<file path="src/rtl/net_settle_tracker_if.sv">
// Bus bundle for net_settle_tracker: raw driven values in, settled values out.
// glitch_cnt (and CNT_W) exist only when NETSETTLE_GLITCH_CNT_EN is defined.
interface net_settle_tracker_if #(
  parameter int unsigned WIDTH    = 8,
  parameter int unsigned CHANNELS = 4
`ifdef NETSETTLE_GLITCH_CNT_EN
  ,
  parameter int unsigned CNT_W    = 8
`endif
);

  logic [CHANNELS*WIDTH-1:0] in_data;
  logic [CHANNELS-1:0]       in_en;
  logic [CHANNELS*WIDTH-1:0] out_data;
  logic [CHANNELS-1:0]       out_valid;
  logic [CHANNELS-1:0]       out_chg;
  logic [CHANNELS-1:0]       busy;
`ifdef NETSETTLE_GLITCH_CNT_EN
  logic [CHANNELS*CNT_W-1:0] glitch_cnt;
`endif

  modport master (
    output in_data,
    output in_en,
    input  out_data,
    input  out_valid,
    input  out_chg,
    input  busy
`ifdef NETSETTLE_GLITCH_CNT_EN
    ,
    input  glitch_cnt
`endif
  );

  modport slave (
    input  in_data,
    input  in_en,
    output out_data,
    output out_valid,
    output out_chg,
    output busy
`ifdef NETSETTLE_GLITCH_CNT_EN
    ,
    output glitch_cnt
`endif
  );

endinterface

</file>
<file path="src/rtl/net_settle_tracker.sv">
// Multi-channel settle filter: a channel publishes a driven value only after SETTLE equal samples.
// Optional per-channel discarded-transient counters are enabled by NETSETTLE_GLITCH_CNT_EN.
module net_settle_tracker #(
  parameter int unsigned WIDTH    = 8,
  parameter int unsigned CHANNELS = 4,
  parameter int unsigned SETTLE   = 2
`ifdef NETSETTLE_GLITCH_CNT_EN
  ,
  parameter int unsigned CNT_W    = 8
`endif
) (
  input logic                 clk,
  input logic                 rst_n,
  net_settle_tracker_if.slave bus
);

  localparam int unsigned CW = $clog2(SETTLE + 1);
  localparam logic [CW-1:0] SETTLE_C = CW'(SETTLE);

  typedef enum logic [1:0] {
    ST_IDLE,
    ST_SETTLING,
    ST_STABLE
  } state_t;

  state_t                    r_state     [CHANNELS];
  state_t                    w_state_nxt [CHANNELS];
  logic [WIDTH-1:0]          r_cand      [CHANNELS];
  logic [WIDTH-1:0]          w_cand_nxt  [CHANNELS];
  logic [CW-1:0]             r_cnt       [CHANNELS];
  logic [CW-1:0]             w_cnt_nxt   [CHANNELS];
  logic [WIDTH-1:0]          w_in        [CHANNELS];
  logic [WIDTH-1:0]          w_pub       [CHANNELS];

  logic [CHANNELS*WIDTH-1:0] r_out_data;
  logic [CHANNELS*WIDTH-1:0] w_out_data_nxt;
  logic [CHANNELS-1:0]       r_out_valid;
  logic [CHANNELS-1:0]       w_out_valid_nxt;
  logic [CHANNELS-1:0]       r_out_chg;
  logic [CHANNELS-1:0]       w_out_chg_nxt;
  logic [CHANNELS-1:0]       r_busy;
  logic [CHANNELS-1:0]       w_busy_nxt;

`ifdef NETSETTLE_GLITCH_CNT_EN
  logic [CHANNELS-1:0]       w_glitch_evt;
  logic [CNT_W-1:0]          r_glitch     [CHANNELS];
  logic [CNT_W-1:0]          w_glitch_nxt [CHANNELS];
  logic [CHANNELS*CNT_W-1:0] w_glitch_flat;
`endif

  // Per-channel views of the flat input and published buses.
  for (genvar g = 0; g < int'(CHANNELS); g++) begin : g_slice
    assign w_in[g]  = bus.in_data[g*WIDTH +: WIDTH];
    assign w_pub[g] = r_out_data[g*WIDTH +: WIDTH];
  end

  // Next-state and next-output computation for every channel.
  always_comb begin : p_next
    w_out_data_nxt  = r_out_data;
    w_out_valid_nxt = r_out_valid;
    w_out_chg_nxt   = '0;
    w_busy_nxt      = r_busy;
`ifdef NETSETTLE_GLITCH_CNT_EN
    w_glitch_evt    = '0;
`endif
    for (int ch = 0; ch < int'(CHANNELS); ch++) begin
      w_state_nxt[ch] = r_state[ch];
      w_cand_nxt[ch]  = r_cand[ch];
      w_cnt_nxt[ch]   = r_cnt[ch];
    end

    for (int ch = 0; ch < int'(CHANNELS); ch++) begin
      if (!bus.in_en[ch]) begin
        w_state_nxt[ch]     = ST_IDLE;
        w_out_valid_nxt[ch] = 1'b0;
        w_busy_nxt[ch]      = 1'b0;
        w_cnt_nxt[ch]       = '0;
      end else if ((r_state[ch] == ST_IDLE) || (w_in[ch] != r_cand[ch])) begin
`ifdef NETSETTLE_GLITCH_CNT_EN
        // With nothing published yet, any abandoned candidate is a transient.
        w_glitch_evt[ch] = (r_state[ch] == ST_SETTLING) &&
                           (!r_out_valid[ch] || (r_cand[ch] != w_pub[ch]));
`endif
        w_cand_nxt[ch] = w_in[ch];
        w_cnt_nxt[ch]  = CW'(1);
        if (SETTLE == 1) begin
          w_out_data_nxt[ch*WIDTH +: WIDTH] = w_in[ch];
          w_out_valid_nxt[ch] = 1'b1;
          w_out_chg_nxt[ch]   = !r_out_valid[ch] || (w_in[ch] != w_pub[ch]);
          w_state_nxt[ch]     = ST_STABLE;
          w_busy_nxt[ch]      = 1'b0;
        end else begin
          w_state_nxt[ch] = ST_SETTLING;
          w_busy_nxt[ch]  = 1'b1;
        end
      end else if (r_state[ch] == ST_SETTLING) begin
        w_cnt_nxt[ch] = r_cnt[ch] + CW'(1);
        if ((r_cnt[ch] + CW'(1)) == SETTLE_C) begin
          w_out_data_nxt[ch*WIDTH +: WIDTH] = w_in[ch];
          w_out_valid_nxt[ch] = 1'b1;
          w_out_chg_nxt[ch]   = !r_out_valid[ch] || (w_in[ch] != w_pub[ch]);
          w_state_nxt[ch]     = ST_STABLE;
          w_busy_nxt[ch]      = 1'b0;
        end
      end
    end
  end

  always_ff @(posedge clk) begin : p_state
    if (!rst_n) begin
      for (int ch = 0; ch < int'(CHANNELS); ch++) begin
        r_state[ch] <= ST_IDLE;
        r_cand[ch]  <= '0;
        r_cnt[ch]   <= '0;
      end
      r_out_data  <= '0;
      r_out_valid <= '0;
      r_out_chg   <= '0;
      r_busy      <= '0;
    end else begin
      for (int ch = 0; ch < int'(CHANNELS); ch++) begin
        r_state[ch] <= w_state_nxt[ch];
        r_cand[ch]  <= w_cand_nxt[ch];
        r_cnt[ch]   <= w_cnt_nxt[ch];
      end
      r_out_data  <= w_out_data_nxt;
      r_out_valid <= w_out_valid_nxt;
      r_out_chg   <= w_out_chg_nxt;
      r_busy      <= w_busy_nxt;
    end
  end

`ifdef NETSETTLE_GLITCH_CNT_EN
  // Saturating transient counters, cleared only by reset.
  always_comb begin : p_glitch_next
    for (int ch = 0; ch < int'(CHANNELS); ch++) begin
      w_glitch_nxt[ch] = r_glitch[ch];
      if (w_glitch_evt[ch] && (r_glitch[ch] != {CNT_W{1'b1}})) begin
        w_glitch_nxt[ch] = r_glitch[ch] + CNT_W'(1);
      end
    end
  end

  always_ff @(posedge clk) begin : p_glitch
    for (int ch = 0; ch < int'(CHANNELS); ch++) begin
      if (!rst_n) begin
        r_glitch[ch] <= '0;
      end else begin
        r_glitch[ch] <= w_glitch_nxt[ch];
      end
    end
  end

  always_comb begin : p_glitch_flat
    w_glitch_flat = '0;
    for (int ch = 0; ch < int'(CHANNELS); ch++) begin
      w_glitch_flat[ch*CNT_W +: CNT_W] = r_glitch[ch];
    end
  end

  assign bus.glitch_cnt = w_glitch_flat;
`endif

  assign bus.out_data  = r_out_data;
  assign bus.out_valid = r_out_valid;
  assign bus.out_chg   = r_out_chg;
  assign bus.busy      = r_busy;

endmodule

</file>
<file path="src/flat_wrapper.sv">
// flat-port wrapper written by rule: the top's interface ports become plain ports
module net_settle_tracker_flat 
#(
  parameter int unsigned WIDTH    = 8,
  parameter int unsigned CHANNELS = 4,
  parameter int unsigned SETTLE   = 2

)
  (clk, rst_n, bus_in_data, bus_in_en, bus_out_data, bus_out_valid, bus_out_chg, bus_busy);
  net_settle_tracker_if #(.WIDTH(WIDTH), .CHANNELS(CHANNELS)) bus_i ();
  input logic clk;
  input logic rst_n;
  input wire logic [$bits(bus_i.in_data)-1:0] bus_in_data;
  input wire logic [$bits(bus_i.in_en)-1:0] bus_in_en;
  output wire logic [$bits(bus_i.out_data)-1:0] bus_out_data;
  output wire logic [$bits(bus_i.out_valid)-1:0] bus_out_valid;
  output wire logic [$bits(bus_i.out_chg)-1:0] bus_out_chg;
  output wire logic [$bits(bus_i.busy)-1:0] bus_busy;
  assign bus_i.in_data = bus_in_data;
  assign bus_i.in_en = bus_in_en;
  assign bus_out_data = bus_i.out_data;
  assign bus_out_valid = bus_i.out_valid;
  assign bus_out_chg = bus_i.out_chg;
  assign bus_busy = bus_i.busy;
  net_settle_tracker #(.WIDTH(WIDTH), .CHANNELS(CHANNELS), .SETTLE(SETTLE)) u_core (.clk(clk), .rst_n(rst_n), .bus(bus_i));
endmodule
</file>
<file path="config.mk">
export PLATFORM = sky130hd
export DESIGN_NAME = net_settle_tracker_flat
export DESIGN_NICKNAME = d
export VERILOG_FILES = /design/src/rtl/net_settle_tracker_if.sv /design/src/rtl/net_settle_tracker.sv /design/src/flat_wrapper.sv
export SDC_FILE = /design/constraint.sdc
export NUM_CORES = 1
export LEC_CHECK = 0
export CAP_MARGIN = 20
export CORE_ASPECT_RATIO = 0.7
export CORE_MARGIN = 4
export CORE_UTILIZATION = 58
export CTS_CLUSTER_SIZE = 16
export DETAILED_ROUTE_END_ITERATION = 8
export PLACE_DENSITY = 0.92
export SKIP_LAST_GASP = 1
export SYNTH_ARGS = -nofsm -noshare
export SYNTH_HDL_FRONTEND = slang
export SYNTH_SLANG_ARGS = --single-unit
</file>
<file path="constraint.sdc">
create_clock -name clk -period 2.7 [get_ports clk]
set_clock_uncertainty 0.2 [all_clocks]
set_input_delay 0.54 -clock clk [delete_from_list [all_inputs] [get_ports clk]]
set_output_delay 0.54 -clock clk [all_outputs]
set_load 0.03 [all_outputs]
</file>
# Word level (Yosys, flattened, before mapping)
# Memory sizes are Yosys's and may differ from the RTL's.
# Cells that the tools add are included.
dict set report totals {
  word_cells 174
  reg_bits 44
  mem_count 3
  input_bits 38
  ramBits 48
  out_inout_bits 44
}
# memory words width rd rd_clocked_by_memory_dff wr line_no
set memory_table {}
lappend memory_table {u_core.r_cand 4 8 4 0 4 net_settle_tracker.sv:28} ;# logic [WIDTH-1:0] r_cand [CHANNELS];
lappend memory_table {u_core.r_cnt 4 2 4 0 4 net_settle_tracker.sv:30} ;# logic [CW-1:0] r_cnt [CHANNELS];
lappend memory_table {u_core.r_state 4 2 4 0 4 net_settle_tracker.sv:26} ;# state_t r_state [CHANNELS];
dict set report op_classes {
  n_eq_ne 16
  muxes 62
  bitwise_logic 29
  addsub 4
  reduce_logical 44
}
# op n
set op_table {}
lappend op_table {{$mux W8} 12}
lappend op_table {{$mux W2} 36}
lappend op_table {{$ne A8 B8 Y1} 8}
lappend op_table {{$reduce_or A5 Y1} 4}
lappend op_table {{$not A1 Y1} 17}
lappend op_table {{$reduce_and A2 Y1} 8}
lappend op_table {{$reduce_and A4 Y1} 4}
lappend op_table {{$reduce_bool A2 Y1} 8}
lappend op_table {{$mux W1} 14}
lappend op_table {{$or A1 B1 Y1} 12}
lappend op_table {{$reduce_and A3 Y1} 4}
lappend op_table {{$add A2 B1 Y2 const B} 4}
lappend op_table {{$eq A2 B1 Y1 const B} 4}
lappend op_table {{$eq A2 B2 Y1 const B} 4}
lappend op_table {{$logic_not A2 Y1} 4}
lappend op_table {{$logic_or A1 B1 Y1} 8}
lappend op_table {{$logic_not A1 Y1} 4}

# Longest topological paths before layout
# Gate-level depths: netlist (run 1).
dict set report logic_depth {
  ltp_word 7
  depth_mapped 7
}

# Least setup slack after synthesis (run 1)
# Ideal clock, no wire load.
dict set report synth_path {
  path_kind {input to register}
  start {in bus_in_data[3]}
  end {reg u_core.r_out_data[0] (netlist: u_core.bus.out_data[0])}
  path_slack_ps 739
  cell_stages 6
  required_ps 2428
  arrival_time_ps 1690
  path_cell_list {xor2_1 -> nor4_1 -> buf_2 -> and4_1 -> buf_4 -> mux2i_1}
}
dict set report synth_between {
  elab_chain_cells 4
}
# element line_no
set synth_lines {}
lappend synth_lines {{start, declared} flat_wrapper.sv:13} ;# input wire logic [$bits(bus_i.in_data)-1:0] bus_in_data;
lappend synth_lines {{$ne A8 B8 Y1} net_settle_tracker.sv:78} ;# end else if ((r_state[ch] == ST_IDLE) || (w_in[ch] != r_cand[ch])) begin
lappend synth_lines {{$logic_or A1 B1 Y1} net_settle_tracker.sv:78}
lappend synth_lines {{$not A1 Y1 (no line)} n/a}
lappend synth_lines {{$reduce_and A4 Y1 (no line)} n/a}
lappend synth_lines {{end signal, assigned} net_settle_tracker.sv:126} ;# r_out_data <= w_out_data_nxt;
lappend synth_lines {{end, declared} net_settle_tracker.sv:35} ;# logic [CHANNELS*WIDTH-1:0] r_out_data;
# No other way between the ends.
# A chain may end at the register's enable or synchronous reset.

# Final worst setup path (run 1)
dict set report layout_path {
  start {in bus_in_data[18]}
  end {reg u_core.r_out_data[22] (netlist: u_core.bus.out_data[22])}
}
# The elaborated chain is that of the path after synthesis.

==> qor.yml, run 1 <==
cts_buffers: 9
die-area_um2: 9943
period_share: 0.8812
p_leak_nw: 2.227
wire_per_inst_um: 17.65
drc: 0
synth_edf_count: 0
hold_class: "flop to flop"
final_cell_mix: "nand2_1 (99), dfxtp_1 (88), clkdlybuf4s50_1 (80)"
min_to: "u_core.bus.out_valid[3]$_SDFFE_PP0P_"
synth_xor_area_frac: 0.1188
syn_to_final_growth_pct: 29.65
final_common_cell: "nand2_1"
post_cts_resized: 0
r2r-start: "u_core.r_cand[2][2]$_SDFFE_PN0P_"
die-height_um: 84.64
r2r_cells: 6
hold_viol: 0
clockBufferDepth: 2
synth_top_family_by_area: "simple AND/OR/NAND/NOR gates"
worstHoldStart: "u_core.bus.out_valid[3]$_SDFFE_PP0P_"
reg2reg_slack_ns: 0.63
synth_top_flop_cell: "dfxtp_1"
drt_first_iter_violations: 590
synth_area_um2: 4866
status: "complete, no violations"
worstPathArrival_ns: 2.44
cts_hold_buffers: 0
core_um2: 8006
r2r-end: "u_core.bus.out_data[22]$_SDFFE_PN0P_"
cts_setup_buffers: 0
fillerInstances: 514
criticalPathCategory: "input port to flop"
drive_gt1_frac: 0.1154
start_util: 0.6078
postSynth.asyncResetShare: 0
relSlewSlack: 0.3582
placed_cell_area_um2: 6002
synthMuxAreaShare: 0.06994
met2_length_mm: 6.441
path_max_fanout: 6
die_w_um: 117.5
timing.critical_path.cells: "clkdlybuf4s50_1 -> xnor2_1 -> nand4_1 -> buf_4 -> nor4_4 -> buf_4 -> mux2i_1"
clkTransAtPathRegs_ns: 0.06
ys_ff_latch: 88
grt_max_degree: 49
syn_area_per_cell_um2: 8.582
finalCriticalPeriod_ns: 2.379
crit_required_ns: 2.76
fin_area_um2: 6309
grt_pass1_wl_mm: 22.98
rows: 27
cp_slowest_cell: "clkdlybuf4s50_1"
clock_latency_ns: 0.34
postRouteAntennaNets: 0
ys_types: 49
insertedDiodeCount: 0
grt_pass1_vias: 4764
max_cap_viol_count: 0
top_layer: "met4"
io_buffers: 81
max_clock_freq_mhz: 420.3
dp_hpwl_mm: 9.683
wl_met1_mm: 5.714
cts_root_buf: "clkbuf_16"
synth_top_area_cell: "dfxtp_1"
rsz0062_at_grt: "false"
p_per_area_nw_per_um2: 504.3
vias: 4772
drtPass1Iterations: 5
drv_slew: 0
grt-ovfl-total: 0
syn-num-nets: 609
nNetsFinal: 713
finalSetupViolations: 0
yosys.area_share.simple: 0.2247
worstSetupStartpointType: "input port"
boundaryPins: 82
whs_path_depth: 2
tightestPinTransition_ns: 0.9592
synth-compound-area-share: 0.1563
end_kind: "flop"
yosysSeqAreaShare: 0.3620
critPathTopFamily: "buffers and inverters"
vias_per_cell: 6.142
peakVddDrop_mv: 0.4470
path_common_cell: "buf_4"
grt_usage: 0.2785
h-tree-depth: 3
wl_met3_mm: 1.225
drt-total-wl_mm: 13.71
synth.area.top_cells: "dfxtp_1 (36%), xnor2_1 (8.3%), nand2_1 (7.6%), mux2i_1 (7.0%), xor2_1 (3.6%)"
cp_num_buf_inv: 3
cts_tree: "built"
synth_top_area_frac: 0.3620
setup_tns_ns: 0
cp_slowest_stage_delay_ns: 0.50
antenna_found_initial: 0
ys_warn_count: 0
synthCells: 567
synth-adder-area-share: 0.01029
globalplace.congestion: 0.9122
clock_sinks: 88
## state kept, by name, indices dropped and copies added (netlist names)
| register | flops |
|---|---|
| u_core.bus.out_data | 32 |
| u_core.r_cand | 32 |
| u_core.r_cnt | 8 |
| u_core.r_state | 6 |
| u_core.bus.out_chg | 4 |
| u_core.bus.out_valid | 4 |
| u_core.bus.busy | 2 |
## worst reg2reg max path, stage by stage, from the launching register on
cell	delay, ns
dfxtp_1	0.38
xnor2_1	0.14
nand4_1	0.30
buf_4	0.27
nor4_4	0.28
buf_4	0.21
mux2i_1	0.22
## worst max path at each step
stage                          from                                    to  slack (ns)  cells after the start
floorplan            bus_in_data[3]   u_core.bus.out_data[0]$_SDFFE_PN0P_        0.74                      6
global placement    bus_in_data[30]      u_core.r_cand[3][5]$_SDFFE_PN0P_        0.10                      6
detailed placement  bus_in_data[24]      u_core.r_cand[3][2]$_SDFFE_PN0P_        0.01                      6
CTS                 bus_in_data[23]  u_core.bus.out_data[21]$_SDFFE_PN0P_        0.36                      7
global route        bus_in_data[22]  u_core.bus.out_data[18]$_SDFFE_PN0P_        0.17                      7
finish              bus_in_data[18]  u_core.bus.out_data[22]$_SDFFE_PN0P_        0.32                      7
## through the flow
step	setup WS, ns	std cells	util	hold slack (ns)	power, mW
floorplan	0.7387	567	-	0.2780	1.712
finish	0.3208	777	0.7879	0.2818	3.182
global route	0.1656	777	0.7879	0.3047	3.302
CTS	0.3627	777	0.7879	0.2807	3.186
global placement	0.1038	761	0.7496	0.2650	1.890
detailed placement	0.01478	761	0.7496	0.2715	1.916
## layout make-up
cell class,instances,area [µm²],area share
clock buffers,10,239.0,0.03788
clock inverters,6,67.56,0.01071
inverters,12,45.04,0.007140
multi-input cells,424,2823,0.4474
flip-flops and latches,88,1762,0.2793
well taps,101,126.4,0.02003
repair buffers,136,1246,0.1975
## metal layers
layer	GRT usage	up-vias
met5	0	-
met4	0.1021	0
met3	0.07407	39
met2	0.4701	273
met1	0.3456	2188
li1	-	2272
## cell usage after synthesis (all sizes together) (8+ instances only)
| library cell | number |
|---|---|
| inv | 12 |
| xnor2 | 46 |
| buf | 25 |
| nor2 | 30 |
| nand2 | 99 |
| mux2i | 34 |
| o311ai | 22 |
| nand3 | 22 |
| dfxtp | 88 |
| xor2 | 20 |
| nor3 | 12 |
| and2 | 8 |
| nand4 | 14 |
| a41oi | 16 |
| clkbuf | 18 |
| nor4 | 11 |
| a21oi | 13 |
| or4 | 10 |
## cell families after synthesis
group | Yosys count
simple gates | 222
compound gates | 98
flops | 88
xor+xnor | 66
buf+inv | 55
mux | 34
fa+ha+maj | 4
## power breakdown
part           switching, mW  internal, mW  total (mW)  leakage [nW]
combinational          0.280         0.232       0.512          1.36
sequential            0.0411          1.35        1.39         0.720
clock                  0.532         0.745        1.28         0.145
total                  0.853          2.33        3.18          2.23
(Power assumes the default switching activity.)
==> run 2: changes to the inputs <==
--- a/config.mk
+++ b/config.mk
@@ -12,6 +12,7 @@
 export CTS_CLUSTER_SIZE = 16
 export DETAILED_ROUTE_END_ITERATION = 8
 export PLACE_DENSITY = 0.92
+export RECOVER_POWER = 25
 export SKIP_LAST_GASP = 1
 export SYNTH_ARGS = -nofsm -noshare
 export SYNTH_HDL_FRONTEND = slang
==> qor.yml, run 2 (synthesis results as in run 1) <==
setup_tns_ns: 0  # unchanged
power_mw: 3.181  # was 3.182 mW
nNetsFinal: 713  # unchanged
worstHoldStart: "u_core.bus.out_valid[3]$_SDFFE_PP0P_"  # unchanged
globalplace.congestion: 0.9122  # unchanged
instances_no_fill: 777  # unchanged
r2r_cells: 6  # unchanged
drtPass1Iterations: 5  # unchanged
wire_per_inst_um: 17.80  # was 17.65 µm
final_cell_mix: "nand2_1 (99), dfxtp_1 (88), clkdlybuf4s50_1 (56)"  # was nand2_1 (99), dfxtp_1 (88), clkdlybuf4s50_1 (80)
cts_root_buf: "clkbuf_16"  # unchanged
syn_to_final_growth_pct: 29.29  # was 29.65%
min_to: "u_core.bus.out_valid[3]$_SDFFE_PP0P_"  # unchanged
period_share: 0.8988  # was 0.8812
crit_required_ns: 2.77  # was 2.76 ns
final_common_cell: "nand2_1"  # unchanged
timing.critical_path.cells: "dlygate4sd3_1 -> xor2_1 -> nor4_1 -> buf_4 -> and4_1 -> buf_4 -> mux2i_1"  # was clkdlybuf4s50_1 -> xnor2_1 -> nand4_1 -> buf_4 -> nor4_4 -> buf_4 -> mux2i_1
criticalPathCategory: "input port to flop"  # unchanged
finalSetupViolations: 0  # unchanged
cp_num_buf_inv: 3  # unchanged
hold_viol: 0  # unchanged
die-area_um2: 9943  # unchanged
cts_setup_buffers: 0  # unchanged
rows: 27  # unchanged
grt_usage: 0.2785  # unchanged
vias: 4833  # was 4772
cts_buffers: 9  # unchanged
cts_hold_buffers: 0  # unchanged
die_w_um: 117.5  # unchanged
grt_pass1_wl_mm: 22.98  # unchanged
r2r-start: "u_core.r_cand[2][7]$_SDFFE_PN0P_"  # was u_core.r_cand[2][2]$_SDFFE_PN0P_
worstSetupStartpointType: "input port"  # unchanged
max_clock_freq_mhz: 412.1  # was 420.3 MHz
r2r-end: "u_core.bus.out_data[21]$_SDFFE_PN0P_"  # was u_core.bus.out_data[22]$_SDFFE_PN0P_
critPathTopFamily: "buffers and inverters"  # unchanged
h-tree-depth: 3  # unchanged
p_per_area_nw_per_um2: 505.7  # was 504.3 nW/µm²
insertedDiodeCount: 0  # unchanged
core_um2: 8006  # unchanged
io_buffers: 81  # unchanged
p_leak_nw: 2.288  # was 2.227 nW
clockBufferDepth: 2  # unchanged
placed_cells: 761  # unchanged
drc: 0  # unchanged
clkTransAtPathRegs_ns: 0.07  # was 0.06 ns
reg2reg_slack_ns: 0.64  # was 0.63 ns
boundaryPins: 82  # unchanged
path_common_cell: "buf_4"  # unchanged
finalCriticalPeriod_ns: 2.427  # was 2.379 ns
drt_first_iter_violations: 521  # was 590
cts_tree: "built"  # unchanged
post_cts_resized: 0  # unchanged
dp_hpwl_mm: 9.683  # unchanged
worstPathArrival_ns: 2.49  # was 2.44 ns
relSlewSlack: 0.3605  # was 0.3582
tightestPinTransition_ns: 0.9557  # was 0.9592 ns
start_util: 0.6078  # unchanged
drive_gt1_frac: 0.1095  # was 0.1154
grt-ovfl-total: 0  # unchanged
rsz0062_at_grt: "false"  # unchanged
cp_slowest_stage_delay_ns: 0.63  # was 0.50 ns
fillerInstances: 520  # was 514
drt-total-wl_mm: 13.83  # was 13.71 mm
whs_path_depth: 2  # unchanged
grt_pass1_vias: 4764  # unchanged
hold_class: "flop to flop"  # unchanged
clock_sinks: 88  # unchanged
clock_latency_ns: 0.34  # about the same
fin_util: 0.7857  # was 0.7879
cp_slowest_cell: "dlygate4sd3_1"  # was clkdlybuf4s50_1
antenna_found_initial: 0  # unchanged
vias_per_cell: 6.220  # was 6.142
peakVddDrop_mv: 0.4489  # was 0.4470 mV
path_max_fanout: 11  # was 6
die-height_um: 84.64  # unchanged
drv_slew: 0  # unchanged
status: "complete, no violations"  # unchanged
grt_max_degree: 49  # unchanged
end_kind: "flop"  # unchanged
postRouteAntennaNets: 0  # unchanged
max_cap_viol_count: 0  # unchanged
-- run 2: cell count changes in the layout (fill, tap and decap cells not counted) --
cell,change
clkbuf_1,+3
buf_4,-3
nand4_1,+1
nand4_2,-1
clkdlybuf4s50_1,-24
dlygate4sd3_1,+24
-- run 2: metal layers --
layer / share of wire / wire length, µm / track usage / vias up
li1: - / - / - / 2270
met1: 0.43 / 5918 / 0.3456 / 2252
met2: 0.46 / 6380 / 0.4701 / 258
met3: 0.082 / 1139 / 0.07407 / 53
met4: 0.028 / 390 / 0.1021 / 0
met5: 0 / 0 / 0 / -
-- run 2: worst reg2reg max path: cells and delay by family, from the launching register on --
family | cells | cell delay [ns]
xor+xnor | 1 | 0.13
buf+inv | 2 | 0.47
flops | 1 | 0.40
mux | 1 | 0.21
simple gates | 2 | 0.56
-- run 2: area by class of cell --
cell class,count,area [µm²],area share
repair buffers,136,1235,0.1963
clock inverters,6,67.56,0.01074
inverters,12,45.04,0.007160
clock buffers,10,239.0,0.03799
multi-input cells,424,2816,0.4477
well taps,101,126.4,0.02009
flip-flops and latches,88,1762,0.2800
-- run 2: worst max path at each step --
stage	cells after the start	slack, ns	start	end
floorplan	6	0.74	bus_in_data[3]	u_core.bus.out_data[0]$_SDFFE_PN0P_
global placement	6	0.10	bus_in_data[30]	u_core.r_cand[3][5]$_SDFFE_PN0P_
detailed placement	6	0.01	bus_in_data[24]	u_core.r_cand[3][2]$_SDFFE_PN0P_
CTS	7	0.36	bus_in_data[23]	u_core.bus.out_data[21]$_SDFFE_PN0P_
global route	6	0.14	bus_in_data[3]	u_core.r_cand[0][5]$_SDFFE_PN0P_
finish	7	0.27	bus_in_data[3]	u_core.bus.out_data[2]$_SDFFE_PN0P_
-- run 2: metrics by stage --
stage | setup slack, ns | hold WS [ns] | instance area, µm²
CTS | 0.3627 | 0.2807 | 6309
global placement | 0.1038 | 0.2650 | 6002
detailed placement | 0.01478 | 0.2715 | 6002
floorplan | 0.7387 | 0.2780 | 4866
global route | 0.1390 | 0.3018 | 6291
finish | 0.2733 | 0.2821 | 6291
-- run 2: report_power, final --
part	leakage (nW)	switching (mW)	internal (mW)
clock	0.145	0.536	0.745
sequential	0.720	0.0420	1.35
combinational	1.42	0.278	0.229
total	2.29	0.856	2.33
